**src/rtl/mcu_pkg.sv**
```systemverilog
// mcu_pkg: shared register map, FSM state encoding and CTRL/STATUS field positions
package mcu_pkg;
   localparam logic [1:0] REG_CTRL     = 2'd0;
   localparam logic [1:0] REG_STATUS   = 2'd1;
   localparam logic [1:0] REG_INSTR_LO = 2'd2;
   localparam logic [1:0] REG_INSTR_HI = 2'd3;
   typedef enum logic [1:0] {ST_IDLE = 2'd0, ST_ACK = 2'd1, ST_COMMIT = 2'd2} state_t;
   function automatic int ctrl_sel_lsb(input int pc_w);
      return pc_w;
   endfunction
   function automatic int ctrl_halt_lsb(input int pc_w, input int log_c);
      return pc_w + log_c;
   endfunction
   function automatic int stat_busy_bit(input int pc_w);
      return pc_w;
   endfunction
   function automatic int stat_wrap_bit(input int pc_w);
      return pc_w + 1;
   endfunction
endpackage

```
**src/rtl/prog_stage.sv**
```systemverilog
// prog_stage: instruction stage register, programming pointer and sticky wrap flag
module prog_stage import mcu_pkg::*; #(
   parameter int PC_WIDTH    = 6,
   parameter int INSTR_DEPTH = 16,
   parameter int INSTR_WIDTH = 32,
   parameter int WB_WIDTH    = 32
) (
   input  logic                   clk_i,
   input  logic                   rst_i,
   input  logic                   lo_we_i,
   input  logic                   hi_we_i,
   input  logic                   ctrl_we_i,
   input  logic                   wrap_clr_i,
   input  logic                   adv_i,
   input  logic [WB_WIDTH-1:0]    wdat_i,
   input  logic [PC_WIDTH-1:0]    ptr_wr_i,
   output logic [INSTR_WIDTH-1:0] stage_o,
   output logic [PC_WIDTH-1:0]    ptr_o,
   output logic                   wrap_o
);
   localparam logic [PC_WIDTH-1:0] LAST = PC_WIDTH'(INSTR_DEPTH - 1);
   logic [INSTR_WIDTH-1:0] stage_q, stage_d;
   logic [PC_WIDTH-1:0] ptr_q, ptr_d;
   logic wrap_q, wrap_d, unused_in;
   assign unused_in = ^{wdat_i, hi_we_i};
   generate
      if (INSTR_WIDTH > WB_WIDTH) begin : g_hi
         assign stage_d = hi_we_i ? {wdat_i[INSTR_WIDTH-WB_WIDTH-1:0], stage_q[WB_WIDTH-1:0]}
                        : lo_we_i ? {stage_q[INSTR_WIDTH-1:WB_WIDTH], wdat_i} : stage_q;
      end else begin : g_lo
         assign stage_d = lo_we_i ? wdat_i[INSTR_WIDTH-1:0] : stage_q;
      end
   endgenerate
   // a CTRL write always beats an advance; out-of-range pointers clamp to the last word
   assign ptr_d = ctrl_we_i ? ((int'(ptr_wr_i) >= INSTR_DEPTH) ? LAST : ptr_wr_i)
                : adv_i ? ((ptr_q == LAST) ? '0 : ptr_q + 1'b1) : ptr_q;
   assign wrap_d = wrap_clr_i ? 1'b0 : (adv_i && !ctrl_we_i && ptr_q == LAST) ? 1'b1 : wrap_q;
   always_ff @(posedge clk_i or posedge rst_i)
      if (rst_i) begin
         stage_q <= '0;
         ptr_q   <= '0;
         wrap_q  <= 1'b0;
      end else begin
         stage_q <= stage_d;
         ptr_q   <= ptr_d;
         wrap_q  <= wrap_d;
      end
   assign stage_o = stage_q;
   assign ptr_o   = ptr_q;
   assign wrap_o  = wrap_q;
endmodule

```
**src/rtl/wb_prog_bridge.sv**
```systemverilog
// wb_prog_bridge: Wishbone slave that stages instruction words and writes them
// into per-core instruction memories through a ready/valid programming port
module wb_prog_bridge import mcu_pkg::*; #(
   parameter int CORES       = 4,
   parameter int LOG_CORES   = 2,
   parameter int PC_WIDTH    = 6,
   parameter int INSTR_DEPTH = 16,
   parameter int INSTR_WIDTH = 32,
   parameter int WB_WIDTH    = 32
) (
   input  logic                   wb_clk_i,
   input  logic                   wb_rst_i,
   input  logic                   wbs_stb_i,
   input  logic                   wbs_cyc_i,
   input  logic                   wbs_we_i,
   input  logic [31:0]            wbs_adr_i,
   input  logic [WB_WIDTH-1:0]    wbs_dat_i,
   output logic                   wbs_ack_o,
   output logic [WB_WIDTH-1:0]    wbs_dat_o,
   output logic                   prog_we,
   input  logic                   prog_ready,
   output logic [LOG_CORES-1:0]   prog_core,
   output logic [PC_WIDTH-1:0]    prog_addr,
   output logic [INSTR_WIDTH-1:0] prog_data,
   output logic [CORES-1:0]       core_halt
);
   localparam int SEL_LSB  = ctrl_sel_lsb(PC_WIDTH);
   localparam int HALT_LSB = ctrl_halt_lsb(PC_WIDTH, LOG_CORES);
   localparam int BUSY_BIT = stat_busy_bit(PC_WIDTH);
   localparam int WRAP_BIT = stat_wrap_bit(PC_WIDTH);
   localparam logic [1:0] COMMIT_REG = (INSTR_WIDTH > WB_WIDTH) ? REG_INSTR_HI : REG_INSTR_LO;
   state_t state_q;
   logic ack_q, prog_we_q, abort_q;
   logic [WB_WIDTH-1:0] dat_q, rdata;
   logic [CORES-1:0] halt_q;
   logic [LOG_CORES-1:0] sel_q;
   logic [PC_WIDTH-1:0] ptr;
   logic [1:0] rsel;
   logic wrap, req, wr, commit, adv, keep, unused_adr;
   assign unused_adr = ^{wbs_adr_i[31:4], wbs_adr_i[1:0]};
   assign rsel   = wbs_adr_i[3:2];
   assign req    = state_q == ST_IDLE && wbs_stb_i && wbs_cyc_i;
   assign wr     = req && wbs_we_i;
   assign commit = wr && rsel == COMMIT_REG;
   assign adv    = state_q == ST_COMMIT && prog_ready;
   assign keep   = wbs_cyc_i && !abort_q;
   always_comb begin
      rdata = '0;
      if (rsel == REG_CTRL) begin
         rdata[PC_WIDTH-1:0]         = ptr;
         rdata[SEL_LSB +: LOG_CORES] = sel_q;
         rdata[HALT_LSB +: CORES]    = halt_q;
      end else if (rsel == REG_STATUS) begin
         rdata[PC_WIDTH-1:0] = ptr;
         rdata[BUSY_BIT]     = state_q == ST_COMMIT;
         rdata[WRAP_BIT]     = wrap;
      end
   end
   prog_stage #(
      .PC_WIDTH(PC_WIDTH), .INSTR_DEPTH(INSTR_DEPTH),
      .INSTR_WIDTH(INSTR_WIDTH), .WB_WIDTH(WB_WIDTH)
   ) u_stage (
      .clk_i(wb_clk_i),
      .rst_i(wb_rst_i),
      .lo_we_i(wr && rsel == REG_INSTR_LO),
      .hi_we_i(wr && rsel == REG_INSTR_HI),
      .ctrl_we_i(wr && rsel == REG_CTRL),
      .wrap_clr_i(wr && rsel == REG_STATUS),
      .adv_i(adv),
      .wdat_i(wbs_dat_i),
      .ptr_wr_i(wbs_dat_i[PC_WIDTH-1:0]),
      .stage_o(prog_data),
      .ptr_o(ptr),
      .wrap_o(wrap)
   );
   // a master that drops cyc mid-commit still gets its word written, just never acked
   always_ff @(posedge wb_clk_i or posedge wb_rst_i)
      if (wb_rst_i) begin
         state_q   <= ST_IDLE;
         ack_q     <= 1'b0;
         dat_q     <= '0;
         prog_we_q <= 1'b0;
         abort_q   <= 1'b0;
         halt_q    <= '1;
         sel_q     <= '0;
      end else begin
         ack_q <= 1'b0;
         dat_q <= '0;
         case (state_q)
            ST_IDLE: if (req) begin
               if (wr && rsel == REG_CTRL) begin
                  halt_q <= wbs_dat_i[HALT_LSB +: CORES];
                  sel_q  <= wbs_dat_i[SEL_LSB +: LOG_CORES];
               end
               state_q   <= commit ? ST_COMMIT : ST_ACK;
               ack_q     <= !commit;
               dat_q     <= wbs_we_i ? '0 : rdata;
               prog_we_q <= commit && int'(sel_q) < CORES;
               abort_q   <= 1'b0;
            end
            ST_COMMIT: if (adv) begin
               state_q   <= keep ? ST_ACK : ST_IDLE;
               ack_q     <= keep;
               prog_we_q <= 1'b0;
            end else if (!wbs_cyc_i) abort_q <= 1'b1;
            default: state_q <= ST_IDLE;
         endcase
      end
   assign wbs_ack_o = ack_q;
   assign wbs_dat_o = dat_q;
   assign prog_we   = prog_we_q;
   assign prog_core = sel_q;
   assign prog_addr = ptr;
   assign core_halt = halt_q;
endmodule

```
**config.mk**
```make
export PLATFORM = sky130hd
export DESIGN_NAME = wb_prog_bridge
export DESIGN_NICKNAME = d
export VERILOG_FILES = /design/src/rtl/mcu_pkg.sv /design/src/rtl/prog_stage.sv /design/src/rtl/wb_prog_bridge.sv
export SDC_FILE = /design/constraint.sdc
export NUM_CORES = 1
export LEC_CHECK = 0
export CORE_AREA = 8 8 91 93
export CTS_BUF_LIST = sky130_fd_sc_hd__clkbuf_4
export DETAILED_ROUTE_END_ITERATION = 7
export DIE_AREA = 0 0 99 101
export GPL_TIMING_DRIVEN = 0
export HOLD_SLACK_MARGIN = 0.05
export PLACE_DENSITY = 0.9
export SETUP_SLACK_MARGIN = 0.15
export SLEW_MARGIN = 20
export SYNTH_ARGS = -nofsm -noshare
export SYNTH_HDL_FRONTEND = slang
export SYNTH_SLANG_ARGS = --single-unit
```
**constraint.sdc**
```tcl
create_clock -name wb_clk_i -period 3.2 [get_ports wb_clk_i]
set_input_delay 0.96 -clock wb_clk_i [delete_from_list [all_inputs] [get_ports wb_clk_i]]
set_output_delay 0.96 -clock wb_clk_i [all_outputs]
set_load 0.02 [all_outputs]
```
# After elaboration in Yosys (flattened, before gate mapping)
# Cells that the tools add are included.
# W data, S select, Z words.
[word_totals]
reg_bits = 82
latch_bits = 0
ramBits = 0
rom_bits = 0
input_bits = 70
output_inout_bits = 78
word_cells = 69
n_memories = 0
[classes]
n_addsub = 1
multipliers = 0
n_div = 0
order_cmp = 1
eq_ne = 8
shift = 0
n_mux = 27
bitwise_logic = 0
n_reduce_logical = 22
[op_table]
columns = ["cell", "n"]
rows = [
  ["$mux W12", 3],
  ["$mux W6", 4],
  ["$mux W8", 2],
  ["$logic_and A1 B1 Y1", 10],
  ["$mux W1", 10],
  ["$add A6 B1 Y6 const B", 1],
  ["$eq A6 B4 Y1 const B", 1],
  ["$ge A6 B5 Y1 const B", 1],
  ["$mux W2", 3],
  ["$ne A2 B2 Y1 const B", 3],
  ["$pmux W1 S2", 3],
  ["$reduce_and A3 Y1", 2],
  ["$reduce_bool A2 Y1", 3],
  ["$eq A2 B2 Y1 const B", 2],
  ["$logic_not A2 Y1", 2],
  ["$mux W4", 1],
  ["$pmux W2 S2", 1],
  ["$reduce_and A4 Y1", 1],
  ["$logic_not A1 Y1", 3],
  ["$eq A2 B1 Y1 const B", 1],
  ["$ne A2 B1 Y1 const B", 1],
  ["$reduce_and A2 Y1", 1],
]

# Logic depth before layout (Yosys ltp)
[depth]
word_depth = 10
ltp_mapped = 6
mapped_depth_nobuf = 5

# Modules after synthesis
# A second synthesis with hierarchy kept.
[hier_totals]
cells_unflattened = 203
area_unflattened_um2 = 2648.8
[modules_own_cells]
columns = ["module", "instances", "cells_each", "area_per_inst_um2", "seq_area_each_um2"]
rows = [
  ["prog_stage", 1, 110, 1575.3, 975.9],
  ["wb_prog_bridge", 1, 93, 1073.5, 580.6],
]

# Worst setup path before layout
# Ideal clock, no wire load.
[synth_timing]
path_type = "in2reg"
start = "input port wbs_cyc_i"
end = "register u_stage.stage_q[0] (netlist: u_stage.stage_o[0])"
setup_ps = 125
arrival_ps = 1940
required_ps = 3075
setup_slack_ps = 1135
cell_stages = 5
path_buffers = 2
path_cell_list = "and4bb_2 buf_4 nand4_4 buf_6 mux2_2"
[synth_between]
elab_chain_len = 3
[synth_lines]
columns = ["element", "line", "rtl"]
rows = [
  ["from (decl)", "wb_prog_bridge.sv:14", "input logic wbs_cyc_i,"],
  ["$logic_and A1 B1 Y1", "wb_prog_bridge.sv:42", "assign req = state_q == ST_IDLE && wbs_stb_i && wbs_cyc_i;"],
  ["$logic_and A1 B1 Y1", "wb_prog_bridge.sv:43", "assign wr = req && wbs_we_i;"],
  ["$logic_and A1 B1 Y1", "wb_prog_bridge.sv:65", ".lo_we_i(wr && rsel == REG_INSTR_LO),"],
  ["to (signal assigned)", "prog_stage.sv:44", "stage_q <= stage_d;"],
  ["to (decl)", "prog_stage.sv:22", "logic [INSTR_WIDTH-1:0] stage_q, stage_d;"],
]
# Every way passes these cells.
# A chain may end at the register's enable or synchronous reset.

# Worst setup path after layout
[layout_timing]
start = "register halt_q[0] (netlist: core_halt[0])"
end = "output port core_halt[0]"
[layout_lines]
columns = ["element", "line", "rtl"]
rows = [
  ["from (decl)", "wb_prog_bridge.sv:35", "logic [CORES-1:0] halt_q;"],
  ["from (signal assigned)", "wb_prog_bridge.sv:92", "halt_q <= wbs_dat_i[HALT_LSB +: CORES];"],
  ["to (decl)", "wb_prog_bridge.sv:25", "output logic [CORES-1:0] core_halt"],
]
# No word-level cell between the ends.

==> results_dict.tcl <==
set metrics [dict create \
    synth.distinct_cells 37 \
    ant_nets 0 \
    reg2reg_from "state_q[0]$_DFFE_PP0P_" \
    dp_cells 408 \
    switching_share_pct 30.16 \
    clockBufferDepth 2 \
    final-hold-violation-count 0 \
    netlist_area_um2 2628 \
    synth_compound_area_share_pct 5.190 \
    arrival_ns 1.55 \
    dr_total_vias 1943 \
    grt_start_max_net_pins 48 \
    synth_mux_area_share_pct 14.10 \
    slew_violations 0 \
    final_cell_count_no_fill 424 \
    holdCritPathClass "flip-flop to flip-flop" \
    drive_gt1_share_pct 23.98 \
    ioPinCount 148 \
    reg2reg_depth 5 \
    die-area_um2 9999 \
    vdd_drop_max_v 0.0003547 \
    synth-xor-area-share_pct 0.3333 \
    first_global_vias 2101 \
    gp_congestion 0.8554 \
    finalSetupViolations 0 \
    grt_pass1_wl_um 10580 \
    leakagePower_nw 1.870 \
    seq_power_share_pct 41.2 \
    rsz0062_at_grt "false" \
    initial_core_util_pct 37.84 \
    ys.flop_type "dfrtp_1" \
    min-delay-start "core_halt[1]$_DFFE_PP1P_" \
    synth_top_family_by_area "multiplexers" \
    p_sw_mw 0.7604 \
    port_buffers 97 \
    hold_buffers 0 \
    gr-usage-all-layers_pct 13.71 \
    drc 0 \
    drt_wl_total_um 6586 \
    finClkSkew_ns 0.01226 \
    cp.required_ns 2.24 \
    die_h_um 101 \
    cp_top_family "buffers and inverters" \
    cts_sinks 62 \
    overflow 0 \
    status "complete, no violations" \
    wire_per_inst_um 15.53 \
    viasPerCell 4.583 \
    fp.dieW_um 99 \
    ys_ff_latch 62 \
    synth_edf_count 0 \
    worst_setup_path_end_kind "primary output" \
    timing.fmax_ghz 0.3979 \
    path_cells "clkdlybuf4s50_1" \
    synthSimpleGateAreaFrac_pct 12.33 \
    r2r-end "u_stage.stage_o[30]$_DFFE_PP0P_" \
    power.share.clock_pct 27.2 \
    n_fill_cell 569 \
    first_pass_iters 4 \
    ys_warn_count 0 \
    drtIter0Drc 78 \
    fin_util_pct 57.43 \
    worstPathMaxFanout 3 \
    p_int_mw 1.761 \
    crit_buf_inv 1 \
    clkTransAtPathRegs_ns 0.10 \
    core_um2 6943 \
    critical_path_class "flip-flop to primary output" \
    synth-seq-area-share_pct 59.24 \
    ys_async_sr_fraction_pct 100.0 \
    critPathMaxStageDelay_ns 0.61 \
    rrSetupSlack_ns 1.46 \
    period_share_pct 78.53 \
    maxCapViolations 0 \
    cts_tree "done" \
    htree_levels 3 \
    antenna_cells 0 \
    cts_root_buffer "clkbuf_4" \
    synth-adder-area-share_pct 0.4762 \
    hold_end "core_halt[1]$_DFFE_PP1P_" \
    rows 31 \
    postCtsResizedCells 0 \
    insertion_delay_ns 0.38 \
    avgSynthCellArea_um2 12.57 \
    syn_to_final_growth_pct 51.76 \
    min_period_ns 2.513 \
    postCtsSetupRepairBufs 0 \
    hold_depth 2 \
    cts_buffers 9 \
    syn_inst 209 \
    dp.final_hpwl_um 5199 \
    crit_slowest_cell "clkdlybuf4s50_1" \
    nets 408 \
    crit_path_start_kind "flip-flop" \
    antenna_found_initial 0 \
    pwr-share-comb_pct 31.6 \
    power_density_nw_per_um2 632.3 \
]
## layout by cell type, fill, tap and decap left out, types with 3 or more instances in the layout
master           netlist  final
clkdlybuf4s50_1        0     97
dfrtp_1               58     58
mux2_2                32     32
nand2_1               26     26
buf_4                 21     21
conb_1                 1     20
and3_1                12     12
clkbuf_4               0     10
nor2_1                 6      6
nor3_1                 5      5
o21ai_0                5      5
dfstp_2                4      4
nand3_1                3      3
buf_6                  3      3
bufinv_16              0      3
## synth_stat cells (all sizes together), types with 2 or more instances
library cell,number,area share (%)
a21o,2,0.57
a32o,2,0.76
and3,12,2.9
buf,25,7.5
clkbuf,2,0.29
dfrtp,58,55
dfstp,4,4.0
inv,3,0.43
mux2,32,14
nand2,26,3.7
nand3,3,0.57
nand3b,2,0.57
nand4,2,1.0
nor2,6,0.86
nor3,5,0.95
o21ai,5,0.95
o22ai,2,0.48
o31ai,2,0.57
## cell families after synthesis
logic type,count (synthesis)
AOI/OAI and AO/OA,19
DFF,62
other,1
adders and majority gates,1
xor gates and xnor gates,1
buffers and inverters,30
muxes,33
and+or+nand+nor,62
## worst max path at each step
stage	cells after the start	startpoint	slack (ns)	endpoint
after floorplan	1	wb_rst_i	0.71	abort_q$_DFFE_PP0P_
after global placement	2	wb_rst_i	-0.35	u_stage.stage_o[8]$_DFFE_PP0P_
after detailed placement	6	wbs_cyc_i	0.43	u_stage.stage_o[30]$_DFFE_PP0P_
after CTS	1	core_halt[2]$_DFFE_PP1P_	0.64	core_halt[2]
after global routing	1	core_halt[1]$_DFFE_PP1P_	0.60	core_halt[1]
final	1	core_halt[0]$_DFFE_PP1P_	0.69	core_halt[0]
## flip-flops by register name, indices dropped and copies added, names as in the netlist
signal	cells
core_halt	4
abort_q	1
state_q	2
prog_core	2
prog_we	1
u_stage.wrap_o	1
wbs_dat_o	12
wbs_ack_o	1
u_stage.stage_o	32
u_stage.ptr_o	6
## metal layers
layer / global-route usage (%) / wire length (um)
met5: 0 / 0
met4: 6.139 / 129
met3: 5.801 / 431
met2: 23.96 / 3493
met1: 13.97 / 2532
## worst reg2reg max path: stages (launching register included)
cell and delay [ns]:
dfrtp_1 0.44, and4bb_2 0.31, buf_4 0.15, nand4_4 0.22, buf_6 0.23, mux2_2 0.28
## cell type report
| type | instances | area, um2 | share of cell area, % |
|---|---|---|---|
| sequential | 62 | 1556 | 39.03 |
| multi-input combinational | 136 | 927.1 | 23.25 |
| inverter | 3 | 13.76 | 0.3452 |
| clock inverter | 6 | 110.1 | 2.761 |
| buffer | 27 | 203.9 | 5.115 |
| tap | 82 | 102.6 | 2.573 |
| clock buffer | 10 | 75.07 | 1.883 |
| timing repair buffer | 98 | 998.5 | 25.04 |
## power by group through the flow
stage | clock network [mW] | registers (mW) | logic, mW
floorplan | 0 | 1.22 | 0.209
global placement | 0 | 1.04 | 0.787
detailed placement | 0 | 1.06 | 0.806
CTS | 0.709 | 1.04 | 0.809
global route | 0.750 | 1.06 | 0.846
finish | 0.685 | 1.04 | 0.797
## per-stage QoR
step / worst slack (ns) / setup TNS [ns] / instance area [um2] / hold WS [ns] / power, mW
after floorplan: 0.7052 / 0 / 2699 / 0.4700 / 1.432
after global placement: -0.3470 / -19.79 / 3772 / 0.4535 / 1.828
after detailed placement: 0.4314 / 0 / 3802 / 0.4597 / 1.861
after CTS: 0.6415 / 0 / 3988 / 0.4748 / 2.558
after global routing: 0.5994 / 0 / 3988 / 0.4932 / 2.658
final: 0.6870 / 0 / 3988 / 0.4712 / 2.521
No activity file was read; power rests on OpenSTA's default activity.
